<file path="config.mk">
export PLATFORM = sky130hd
export DESIGN_NAME = fb_axi_reg_slave
export DESIGN_NICKNAME = d
export VERILOG_FILES = /design/src/rtl/fb_axi_pkg.sv /design/src/rtl/fb_axi_reg_slave.sv
export SDC_FILE = /design/constraint.sdc
export NUM_CORES = 1
export LEC_CHECK = 0
export BUFFER_PORTS_ARGS = -buffer_cell sky130_fd_sc_hd__buf_2
export CELL_PAD_IN_SITES_DETAIL_PLACEMENT = 2
export CELL_PAD_IN_SITES_GLOBAL_PLACEMENT = 2
export CORE_AREA = 2 2 500 502
export CTS_CLUSTER_DIAMETER = 150
export DETAILED_ROUTE_END_ITERATION = 6
export DIE_AREA = 0 0 502 504
export PLACE_DENSITY_LB_ADDON = 0.1
export SYNTH_ARGS = -nofsm -noshare
export SYNTH_HDL_FRONTEND = slang
export SYNTH_SLANG_ARGS = --single-unit
</file>
<file path="constraint.sdc">
create_clock -name clk -period 7.8 [get_ports clk]
set_input_delay 0.39 -clock clk [delete_from_list [all_inputs] [get_ports clk]]
set_output_delay 0.39 -clock clk [all_outputs]
set_load 0.02 [all_outputs]
</file>
<file path="src/rtl/fb_axi_pkg.sv">
// rtl/fb_axi_pkg.sv - shared constants, state types and address-advance helper for fb_axi_reg_slave
package fb_axi_pkg;

    localparam logic [1:0] RESP_OKAY   = 2'b00;
    localparam logic [1:0] RESP_SLVERR = 2'b10;

    localparam logic [1:0] BURST_FIXED = 2'b00;
    localparam logic [1:0] BURST_INCR  = 2'b01;
    localparam logic [1:0] BURST_WRAP  = 2'b10;

    typedef enum logic [1:0] {
        W_IDLE = 2'd0,
        W_DATA = 2'd1,
        W_RESP = 2'd2
    } wr_state_t;

    typedef enum logic [0:0] {
        R_IDLE = 1'b0,
        R_DATA = 1'b1
    } rd_state_t;

    // WRAP is advanced like INCR: the register window never crosses a wrap boundary in use.
    function automatic logic [63:0] next_beat_addr(input logic [63:0] addr,
                                                   input logic [1:0]  burst,
                                                   input logic [63:0] step);
        return (burst == BURST_FIXED) ? addr : addr + step;
    endfunction

endpackage

</file>
<file path="src/rtl/fb_axi_reg_slave.sv">
// rtl/fb_axi_reg_slave.sv - AXI4 slave register bank with RO status slots and per-register write pulses
module fb_axi_reg_slave
    import fb_axi_pkg::*;
#(
    parameter int                    DATA_WIDTH = 32,
    parameter int                    ADDR_WIDTH = 40,
    parameter int                    ID_WIDTH   = 6,
    parameter int                    N_REGS     = 16,
    parameter logic [ADDR_WIDTH-1:0] BASE_ADDR  = 40'hA0000000,
    parameter logic [N_REGS-1:0]     RO_MASK    = '0
) (
    input  logic                                clk,
    input  logic                                rstn,

    input  logic [ID_WIDTH-1:0]                 s_axi_awid,
    input  logic [ADDR_WIDTH-1:0]               s_axi_awaddr,
    input  logic [7:0]                          s_axi_awlen,
    input  logic [2:0]                          s_axi_awsize,
    input  logic [1:0]                          s_axi_awburst,
    input  logic                                s_axi_awlock,
    input  logic [3:0]                          s_axi_awcache,
    input  logic [2:0]                          s_axi_awprot,
    input  logic                                s_axi_awvalid,
    output logic                                s_axi_awready,

    input  logic [DATA_WIDTH-1:0]               s_axi_wdata,
    input  logic [DATA_WIDTH/8-1:0]             s_axi_wstrb,
    input  logic                                s_axi_wlast,
    input  logic                                s_axi_wvalid,
    output logic                                s_axi_wready,

    output logic [ID_WIDTH-1:0]                 s_axi_bid,
    output logic [1:0]                          s_axi_bresp,
    output logic                                s_axi_bvalid,
    input  logic                                s_axi_bready,

    input  logic [ID_WIDTH-1:0]                 s_axi_arid,
    input  logic [ADDR_WIDTH-1:0]               s_axi_araddr,
    input  logic [7:0]                          s_axi_arlen,
    input  logic [2:0]                          s_axi_arsize,
    input  logic [1:0]                          s_axi_arburst,
    input  logic                                s_axi_arlock,
    input  logic [3:0]                          s_axi_arcache,
    input  logic [2:0]                          s_axi_arprot,
    input  logic                                s_axi_arvalid,
    output logic                                s_axi_arready,

    output logic [ID_WIDTH-1:0]                 s_axi_rid,
    output logic [DATA_WIDTH-1:0]               s_axi_rdata,
    output logic [1:0]                          s_axi_rresp,
    output logic                                s_axi_rlast,
    output logic                                s_axi_rvalid,
    input  logic                                s_axi_rready,

    output logic [N_REGS-1:0][DATA_WIDTH-1:0]   reg_q,
    output logic [N_REGS-1:0]                   reg_wr,
    input  logic [N_REGS-1:0][DATA_WIDTH-1:0]   hw_status
);

    localparam int BYTES = DATA_WIDTH / 8;
    localparam int LSB   = $clog2(BYTES);
    localparam int IDX_W = (N_REGS > 1) ? $clog2(N_REGS) : 1;

    function automatic logic in_window(input logic [ADDR_WIDTH-1:0] a);
        logic [ADDR_WIDTH-1:0] off;
        off = a - BASE_ADDR;
        return (a >= BASE_ADDR) && ((off >> LSB) < ADDR_WIDTH'(N_REGS));
    endfunction

    function automatic logic [IDX_W-1:0] index_of(input logic [ADDR_WIDTH-1:0] a);
        logic [ADDR_WIDTH-1:0] off;
        off = a - BASE_ADDR;
        return off[LSB +: IDX_W];
    endfunction

    function automatic logic [ADDR_WIDTH-1:0] advance(input logic [ADDR_WIDTH-1:0] a,
                                                      input logic [1:0]            burst);
        logic [63:0] n;
        n = next_beat_addr(64'(a), burst, 64'(BYTES));
        return n[ADDR_WIDTH-1:0];
    endfunction

    // Write channel state
    wr_state_t             w_state;
    logic [ADDR_WIDTH-1:0] waddr;
    logic [7:0]            wlen;
    logic [7:0]            wcnt;
    logic [1:0]            wburst;
    logic                  werr;

    logic                  w_fire;
    logic                  w_in;
    logic [IDX_W-1:0]      w_idx;
    logic                  w_ro;

    always_comb begin
        w_fire = s_axi_wvalid && s_axi_wready;
        w_in   = in_window(waddr);
        w_idx  = index_of(waddr);
        w_ro   = RO_MASK[w_idx];
    end

    always_ff @(posedge clk or negedge rstn) begin
        if (!rstn) begin
            w_state       <= W_IDLE;
            waddr         <= '0;
            wlen          <= '0;
            wcnt          <= '0;
            wburst        <= '0;
            werr          <= 1'b0;
            s_axi_awready <= 1'b0;
            s_axi_wready  <= 1'b0;
            s_axi_bvalid  <= 1'b0;
            s_axi_bresp   <= RESP_OKAY;
            s_axi_bid     <= '0;
        end else begin
            case (w_state)
                W_IDLE: begin
                    s_axi_awready <= 1'b1;
                    if (s_axi_awvalid && s_axi_awready) begin
                        s_axi_awready <= 1'b0;
                        s_axi_wready  <= 1'b1;
                        s_axi_bid     <= s_axi_awid;
                        waddr         <= s_axi_awaddr;
                        wlen          <= s_axi_awlen;
                        wburst        <= s_axi_awburst;
                        wcnt          <= '0;
                        werr          <= 1'b0;
                        w_state       <= W_DATA;
                    end
                end
                W_DATA: begin
                    if (w_fire) begin
                        waddr <= advance(waddr, wburst);
                        wcnt  <= wcnt + 8'd1;
                        if (!w_in) werr <= 1'b1;
                        // Termination follows the beat count, not wlast.
                        if (wcnt == wlen) begin
                            s_axi_wready <= 1'b0;
                            s_axi_bvalid <= 1'b1;
                            s_axi_bresp  <= (werr || !w_in) ? RESP_SLVERR : RESP_OKAY;
                            w_state      <= W_RESP;
                        end
                    end
                end
                W_RESP: begin
                    if (s_axi_bvalid && s_axi_bready) begin
                        s_axi_bvalid  <= 1'b0;
                        s_axi_awready <= 1'b1;
                        w_state       <= W_IDLE;
                    end
                end
                default: w_state <= W_IDLE;
            endcase
        end
    end

    always_ff @(posedge clk or negedge rstn) begin
        if (!rstn) begin
            reg_q  <= '0;
            reg_wr <= '0;
        end else begin
            reg_wr <= '0;
            if (w_fire && w_in && !w_ro) begin
                for (int b = 0; b < BYTES; b++) begin
                    if (s_axi_wstrb[b]) reg_q[w_idx][8*b +: 8] <= s_axi_wdata[8*b +: 8];
                end
                reg_wr[w_idx] <= 1'b1;
            end
        end
    end

    // Read channel state
    rd_state_t             r_state;
    logic [ADDR_WIDTH-1:0] raddr;
    logic [7:0]            rlen;
    logic [7:0]            rcnt;
    logic [1:0]            rburst;

    logic [ADDR_WIDTH-1:0] rd_addr;
    logic                  rd_in;
    logic [IDX_W-1:0]      rd_idx;
    logic [DATA_WIDTH-1:0] rd_val;

    // In idle the beat-0 data comes straight from araddr so it is registered on the AR edge.
    always_comb begin
        rd_addr = (r_state == R_IDLE) ? s_axi_araddr : raddr;
        rd_in   = in_window(rd_addr);
        rd_idx  = index_of(rd_addr);
        rd_val  = '0;
        if (rd_in) rd_val = RO_MASK[rd_idx] ? hw_status[rd_idx] : reg_q[rd_idx];
    end

    always_ff @(posedge clk or negedge rstn) begin
        if (!rstn) begin
            r_state       <= R_IDLE;
            raddr         <= '0;
            rlen          <= '0;
            rcnt          <= '0;
            rburst        <= '0;
            s_axi_arready <= 1'b0;
            s_axi_rvalid  <= 1'b0;
            s_axi_rlast   <= 1'b0;
            s_axi_rid     <= '0;
            s_axi_rresp   <= RESP_OKAY;
            s_axi_rdata   <= '0;
        end else begin
            case (r_state)
                R_IDLE: begin
                    s_axi_arready <= 1'b1;
                    if (s_axi_arvalid && s_axi_arready) begin
                        s_axi_arready <= 1'b0;
                        s_axi_rvalid  <= 1'b1;
                        s_axi_rid     <= s_axi_arid;
                        s_axi_rdata   <= rd_val;
                        s_axi_rresp   <= rd_in ? RESP_OKAY : RESP_SLVERR;
                        s_axi_rlast   <= (s_axi_arlen == 8'd0);
                        raddr         <= advance(s_axi_araddr, s_axi_arburst);
                        rlen          <= s_axi_arlen;
                        rburst        <= s_axi_arburst;
                        rcnt          <= '0;
                        r_state       <= R_DATA;
                    end
                end
                R_DATA: begin
                    if (s_axi_rvalid && s_axi_rready) begin
                        if (s_axi_rlast) begin
                            s_axi_rvalid  <= 1'b0;
                            s_axi_rlast   <= 1'b0;
                            s_axi_arready <= 1'b1;
                            r_state       <= R_IDLE;
                        end else begin
                            s_axi_rdata <= rd_val;
                            s_axi_rresp <= rd_in ? RESP_OKAY : RESP_SLVERR;
                            s_axi_rlast <= ((rcnt + 8'd1) == rlen);
                            rcnt        <= rcnt + 8'd1;
                            raddr       <= advance(raddr, rburst);
                        end
                    end
                end
                default: r_state <= R_IDLE;
            endcase
        end
    end

    logic unused_inputs;
    assign unused_inputs = ^{s_axi_awsize, s_axi_awlock, s_axi_awcache, s_axi_awprot,
                             s_axi_arsize, s_axi_arlock, s_axi_arcache, s_axi_arprot,
                             s_axi_wlast};

endmodule
</file>
======== Yosys cells after proc, flatten, opt, wreduce, memory -nomap -nowiden ========
Memories as Yosys holds them, arrays and structs flattened.
Cells that the tools add are included.
operators by class
  add/sub/neg operators ................... 7
  $lt $le $gt $ge ......................... 7
  equality and inequality tests ........... 15
  multiplexer cells ....................... 94
  bitwise operators ....................... 1
  reductions and logical operators ........ 36
operator list
  cell                                                                      number
  512-bit 2-to-1 mux                                                        7
  512-bit bitwise mux                                                       4
  32-bit demux with 4-bit select                                            4
  40-bit 2-to-1 mux                                                         9
  32-bit binary-select mux with 4-bit select                                2
  32-bit 2-to-1 mux                                                         8
  40-bit one-hot mux with 2 select lines                                    2
  40-bit by 3-bit adder with 40-bit output (second input constant)          3
  40-bit by 32-bit >= comparator with 1-bit output (second input constant)  2
  40-bit by 32-bit subtractor with 40-bit output (second input constant)    2
  38-bit by 5-bit < comparator with 1-bit output (second input constant)    2
  32-bit one-hot mux with 2 select lines                                    1
  8-bit 2-to-1 mux                                                          6
  16-bit 2-to-1 mux                                                         2
  8-bit one-hot mux with 2 select lines                                     2
  1-bit 2-to-1 mux                                                          26
  24-bit 2-to-1 mux                                                         1
  4-bit AND reduction                                                       6
  2-bit 2-to-1 mux                                                          9
  2-bit inequality test (second input constant)                             9
  8-bit by 1-bit adder with 8-bit output (second input constant)            2
  8-bit equality test                                                       2
  1-bit one-hot mux with 2 select lines                                     8
  3-bit AND reduction                                                       4
  16 further kinds                                                          37
word-level totals
  bits in registers ....................... 702
  bits in read-only memories .............. 32
  input port bits ......................... 690
  output and inout port bits .............. 582
  word-level logic and storage cells ...... 201
  memories ................................ 2
memories
  name              depth  width  read ports  clocked after Yosys merged registers in  wr ports  line                     text
  (name not given)  16     1      1           0                                        0         fb_axi_reg_slave.sv:191  if (rd_in) rd_val = RO_MASK[rd_idx] ? hw_status[rd_idx] : reg_q[rd_idx];
  (name not given)  16     1      1           0                                        0         fb_axi_reg_slave.sv:100  w_ro = RO_MASK[w_idx];

======== Logic depth before layout (Yosys ltp) ========
  depth after elaboration ................. 16
  depth in mapped cells ................... 12
  mapped depth without buffers ............ 8

======== Least setup slack after synthesis ========
OpenSTA, ideal clock, no wires.
  kind .................................... flip-flop to flip-flop
  from .................................... register r_state
  to ...................................... register s_axi_rdata[10]
  setup time .............................. 0.066 ns
  data arrival time ....................... 3.165 ns
  data required time ...................... 7.734 ns
  slack ................................... 4.570 ns
  stages on the path, launching flop included .. 13
  buffers on the path ..................... 4
  clock period less this slack ............ 3.230 ns
  cell sequence ........................... dfrtp_1 > buf_2 > buf_1 > buf_1 > mux2i_1 > ha_1 > xnor2_1 > nor4b_1 > a21oi_1 > or4_1 > a2111oi_4 > buf_6 > a22o_1
on the way
  longest elaborated chain between the ends .. 9
  elaborated cells between the ends (all ways) .. 22
  classes of those cells .................. add/sub: 1; order compare: 2; eq/ne: 3; mux: 12; bitwise: 1; reduce/logical: 2; memory: 1
ends and longest elaborated chain
  what                                                                                    line                     text
  from (decl)                                                                             fb_axi_reg_slave.sv:174  rd_state_t r_state;
  from (signal assigned)                                                                  fb_axi_reg_slave.sv:196  r_state <= R_IDLE;
  from (signal assigned)                                                                  fb_axi_reg_slave.sv:222  r_state <= R_DATA;
  from (signal assigned)                                                                  fb_axi_reg_slave.sv:231  r_state <= R_IDLE;
  branches (longest 9 deep; another with 40-bit by 32-bit subtractor with 40-bit output)  --
  to (signal assigned)                                                                    fb_axi_reg_slave.sv:215  s_axi_rdata <= rd_val;
  to (signal assigned)                                                                    fb_axi_reg_slave.sv:233  s_axi_rdata <= rd_val;
  to (decl)                                                                               fb_axi_reg_slave.sv:49   output logic [DATA_WIDTH-1:0] s_axi_rdata,
Several ways; the timed one is not identified. The select of a mux whose other input is x is not followed.
A chain may end at the register's enable or synchronous reset.

======== Final worst setup path ========
  from .................................... register waddr[6]
  to ...................................... register reg_q[484] in the netlist's numbering
on the way
  longest elaborated chain between the ends .. 5
  elaborated cells between the ends (all ways) .. 6
  classes of those cells .................. add/sub: 1; order compare: 2; reduce/logical: 3
ends and longest elaborated chain
  what                                            line                     text
  from (decl)                                     fb_axi_reg_slave.sv:85   logic [ADDR_WIDTH-1:0] waddr;
  from (signal assigned)                          fb_axi_reg_slave.sv:124  waddr <= s_axi_awaddr;
  from (signal assigned)                          fb_axi_reg_slave.sv:134  waddr <= advance(waddr, wburst);
  40-bit by 32-bit subtractor with 40-bit output  --
  38-bit by 5-bit < comparator with 1-bit output  fb_axi_reg_slave.sv:67   return (a >= BASE_ADDR) && ((off >> LSB) < ADDR_WIDTH'(N_REGS));
  1-bit logical AND *                             fb_axi_reg_slave.sv:67
  1-bit logical AND * (2 in a row)                fb_axi_reg_slave.sv:164  if (w_fire && w_in && !w_ro) begin
  to (signal, indexed assignment)                 fb_axi_reg_slave.sv:166  if (s_axi_wstrb[b]) reg_q[w_idx][8*b +: 8] <= s_axi_wdata[8*b +: 8];
  to (decl)                                       fb_axi_reg_slave.sv:55   output logic [N_REGS-1:0][DATA_WIDTH-1:0] reg_q,
Mark *: on every way between the ends. The rest lies on a longest branch, timed or not.

==> results.sh <==
export IMPL_status="finished clean"
export IMPL_ys_seq_area_frac=0.504
export IMPL_slew_headroom=0.271
export IMPL_synth_ff_type="dfrtp_1"
export IMPL_clock_fmax_ghz=0.216
export IMPL_cts_clk_slew_worst_paths_ns=0.06
export IMPL_route_antenna_remaining_nets=0
export IMPL_utilization=0.186
export IMPL_yosysWarningCount=0
export IMPL_post_route_period_util=0.593
export IMPL_vias=26900
export IMPL_drt_first_pass_iters=4
export IMPL_p_leak_nw=22.3
export IMPL_max_cap_violations=0
export IMPL_post_synth_cell_area_avg_um2=13.0
export IMPL_place_area_um2=42100
export IMPL_cp_arrival_ns=5.20
export IMPL_fill_cells=27800
export IMPL_timing_final_hold_violations=0
export IMPL_initial_antenna_violation_count=59
export IMPL_synth_edff_count=0
export IMPL_timing_clock_skew_ns=0.0739
export IMPL_hp_class="in2reg"
export IMPL_global_route_wire_length_before_repair_mm=273
export IMPL_io_pins=1272
export IMPL_cts_root_buffer="clkbuf_16"
export IMPL_cts_sinks=696
export IMPL_htree_levels=3
export IMPL_die_w_um=502
export IMPL_cts_buffers=99
export IMPL_timing_critical_path_mode_cell="nor4_1"
export IMPL_grt_util_met1=0.202
export IMPL_grt_use_total=0.155
export IMPL_synth_area_leaders="dfrtp_1, mux2_2, mux4_2, mux2_4, nand2_1"
export IMPL_yosys_register_bits=696
export IMPL_routed_wire_length_mm=199
export IMPL_nets=4139
export IMPL_routed_via_density=3.93
export IMPL_combPwrFrac=0.195
export IMPL_crit_path_start_kind="flip-flop"
export IMPL_grt_overflow_total=0
export IMPL_insertion_delay_ns=0.76
export IMPL_grt_util_met3=0.0684
export IMPL_cp_required_ns=8.38
export IMPL_dp_cells=6601
export IMPL_globalRouteMet2Util=0.231
export IMPL_synth_most_common_cell="dfrtp_1"
export IMPL_place_congestion=0.726
export IMPL_cells_after_synthesis=2665
export IMPL_dpl_hpwl_mm=144
export IMPL_post_synth_instance_area_um2=34500
export IMPL_syn_to_final_growth_pct=33.2
export IMPL_wl_per_cell_um=29.1
export IMPL_async_flop_share=1.00
export IMPL_synth_cell_types=88
export IMPL_p_int_w=0.00702
export IMPL_critical_path_buf_inv_count=1
export IMPL_initial_core_utilization=0.140
export IMPL_post_route_drc_count=0
export IMPL_timing_final_setup_violations=0
export IMPL_core_um2=248000
export IMPL_power_per_cell_area_nw_per_um2=231
export IMPL_number_of_global_route_vias_before_repair=29600
export IMPL_p_switching_w=0.00360
export IMPL_cp_max_fo=38
export IMPL_cp_slowest_cell="o211a_4"
export IMPL_cpLargestDelayFamily="simple AND/OR/NAND/NOR gates"
export IMPL_power_switching_fraction=0.339
export IMPL_netlist_top_cells_count="dfrtp_1, mux2_2, nand2_1"
export IMPL_most_crowded_layer_gr="met2"
export IMPL_grt_start_max_net_pins=123
export IMPL_port_buffer_count=730
export IMPL_ir_worst_vdd_mv=0.203
export IMPL_slew_violations=0
export IMPL_worst_setup_path_type="reg2reg"
export IMPL_synth_largest_type_area_fraction=0.504
export IMPL_grt_setup_unrepaired="false"
export IMPL_layout_cells_non_filler=6853
export IMPL_finalPower_w=0.0106
export IMPL_drive_above_1_share=0.479
export IMPL_chipHeight_um=504
export IMPL_design_die_area_um2=253000
export IMPL_clock_power_share=0.435
export IMPL_finish_instance_area_um2=46000
export IMPL_tightestPinTransition_ns=1.09
export IMPL_slowest_delay_ns=0.77
export IMPL_floorplan_rows=183
export IMPL_finalSetupTns_ns=0
export IMPL_cp_cell_sequence="nor4_1, o211ai_1, nor4_1, o211a_4, buf_4, nand3_2, mux2_2"
export IMPL_first_iter_violations=1172
export IMPL_layout_min_cycle_time_ns=4.63
export IMPL_cts_buffer_depth=3
export IMPL_critical_path_endpoint_type="flip-flop"
export IMPL_pwr_share_seq=0.370
export IMPL_synthDominantAreaCellType="dfrtp_1"
export IMPL_clock_tree_from_tritoncts="yes"
## registers in the layout (all words and copies together) (netlist names), 2 cells and up
register and count:
wlen 8, raddr 38, rlen 8, wcnt 8, w_state 2, s_axi_rid 6, reg_q 512, waddr 38
s_axi_bid 6, reg_wr 16, wburst 2, s_axi_rdata 32, rburst 2, rcnt 8
## metrics by stage
step	hold slack, ns	worst slack (ns)
after detailed placement	0.365	3.05
after CTS	0.00886	3.00
after floorplan	0.0944	4.57
after global routing	0.0816	2.89
final	0.0694	3.17
after global placement	0.372	3.12
## final cells by class
cell class	instances	area [um^2]	share of cell area
Inverter	17	63.8	0.00139
Tap cell	3330	4170	0.0906
Multi-Input combinational cell	1779	16400	0.356
Clock inverter	23	305	0.00664
Timing Repair Buffer	845	4770	0.104
Sequential cell	696	17400	0.379
Clock buffer	153	2880	0.0626
Antenna cell	10	25.0	0.000544
## worst paths after layout
check	slack, ns	cells past startpoint	from	to
hold reg to reg	0.48	2	s_axi_rid[4]$_DFFE_PN0P_	s_axi_rid[4]$_DFFE_PN0P_
setup / recovery	3.17	7	waddr[6]$_DFFE_PN0P_	reg_q[484]$_DFFE_PN0P_
max in group asynchronous	5.84	4	rstn	reg_q[273]$_DFFE_PN0P_
min in group asynchronous	0.18	2	rstn	reg_q[129]$_DFFE_PN0P_
setup reg to reg	3.17	7	waddr[6]$_DFFE_PN0P_	reg_q[484]$_DFFE_PN0P_
hold / removal	0.07	3	s_axi_awaddr[23]	waddr[23]$_DFFE_PN0P_
## worst register-to-register path: stages (launching register included)
cell and delay [ns]:
dfrtp_1 0.44, nor4_1 0.66, o211ai_1 0.27, nor4_1 0.49
o211a_4 0.77, buf_4 0.63, nand3_2 0.65, mux2_2 0.54
## metal layers
layer | part of all wire | up-vias
met5 | 0.0011 | -
met4 | 0.027 | 32
met3 | 0.10 | 221
met2 | 0.43 | 860
met1 | 0.44 | 14300
li1 | - | 11500
## placed cells by master, fill, tap and decap left out, types with 20 or more instances in the layout
| master | n |
|---|---|
| a22o_1 | 34 |
| nand3_1 | 63 |
| mux2_2 | 449 |
| xnor2_1 | 42 |
| a21oi_1 | 88 |
| o22ai_1 | 38 |
| buf_2 | 729 |
| buf_4 | 43 |
| nor3_1 | 32 |
| xor2_1 | 24 |
| clkbuf_16 | 99 |
| nand4_1 | 38 |
| clkbuf_1 | 34 |
| nand2_1 | 198 |
| and3_1 | 28 |
| nor4_1 | 20 |
| nand2_2 | 28 |
| mux2_4 | 72 |
| a22oi_1 | 70 |
| mux4_2 | 128 |
| nor2_1 | 134 |
| dfrtp_1 | 695 |
| clkbuf_8 | 20 |
| dlygate4sd3_1 | 66 |
| o21ai_0 | 60 |
## cells by family after synthesis
group	after synthesis	synth area share
buffers and inverters	191	0.0262
adder cells (fa/ha/maj)	11	0.00399
flip-flops	696	0.504
multiplexers	674	0.269
AO/OA/AOI/OAI	375	0.0738
AND/OR/NAND/NOR	651	0.106
other	1	0.000109
XOR/XNOR	66	0.0167
## power by group through the flow
stage,logic (W),clock network [W],registers [W]
floorplan,0.00116,0,0.00391
global placement,0.00213,0,0.00400
detailed placement,0.00213,0,0.00400
CTS,0.00216,0.00484,0.00394
global route,0.00226,0.00496,0.00396
finish,0.00207,0.00462,0.00393
## timing repair
action                                 CTS  global route
gates resized for setup                  0             0
buffers inserted                         0             0
hold buffers                            66             0
endpoints found under the hold margin  110             0
Note: power is estimated with default switching activity, not from simulation.
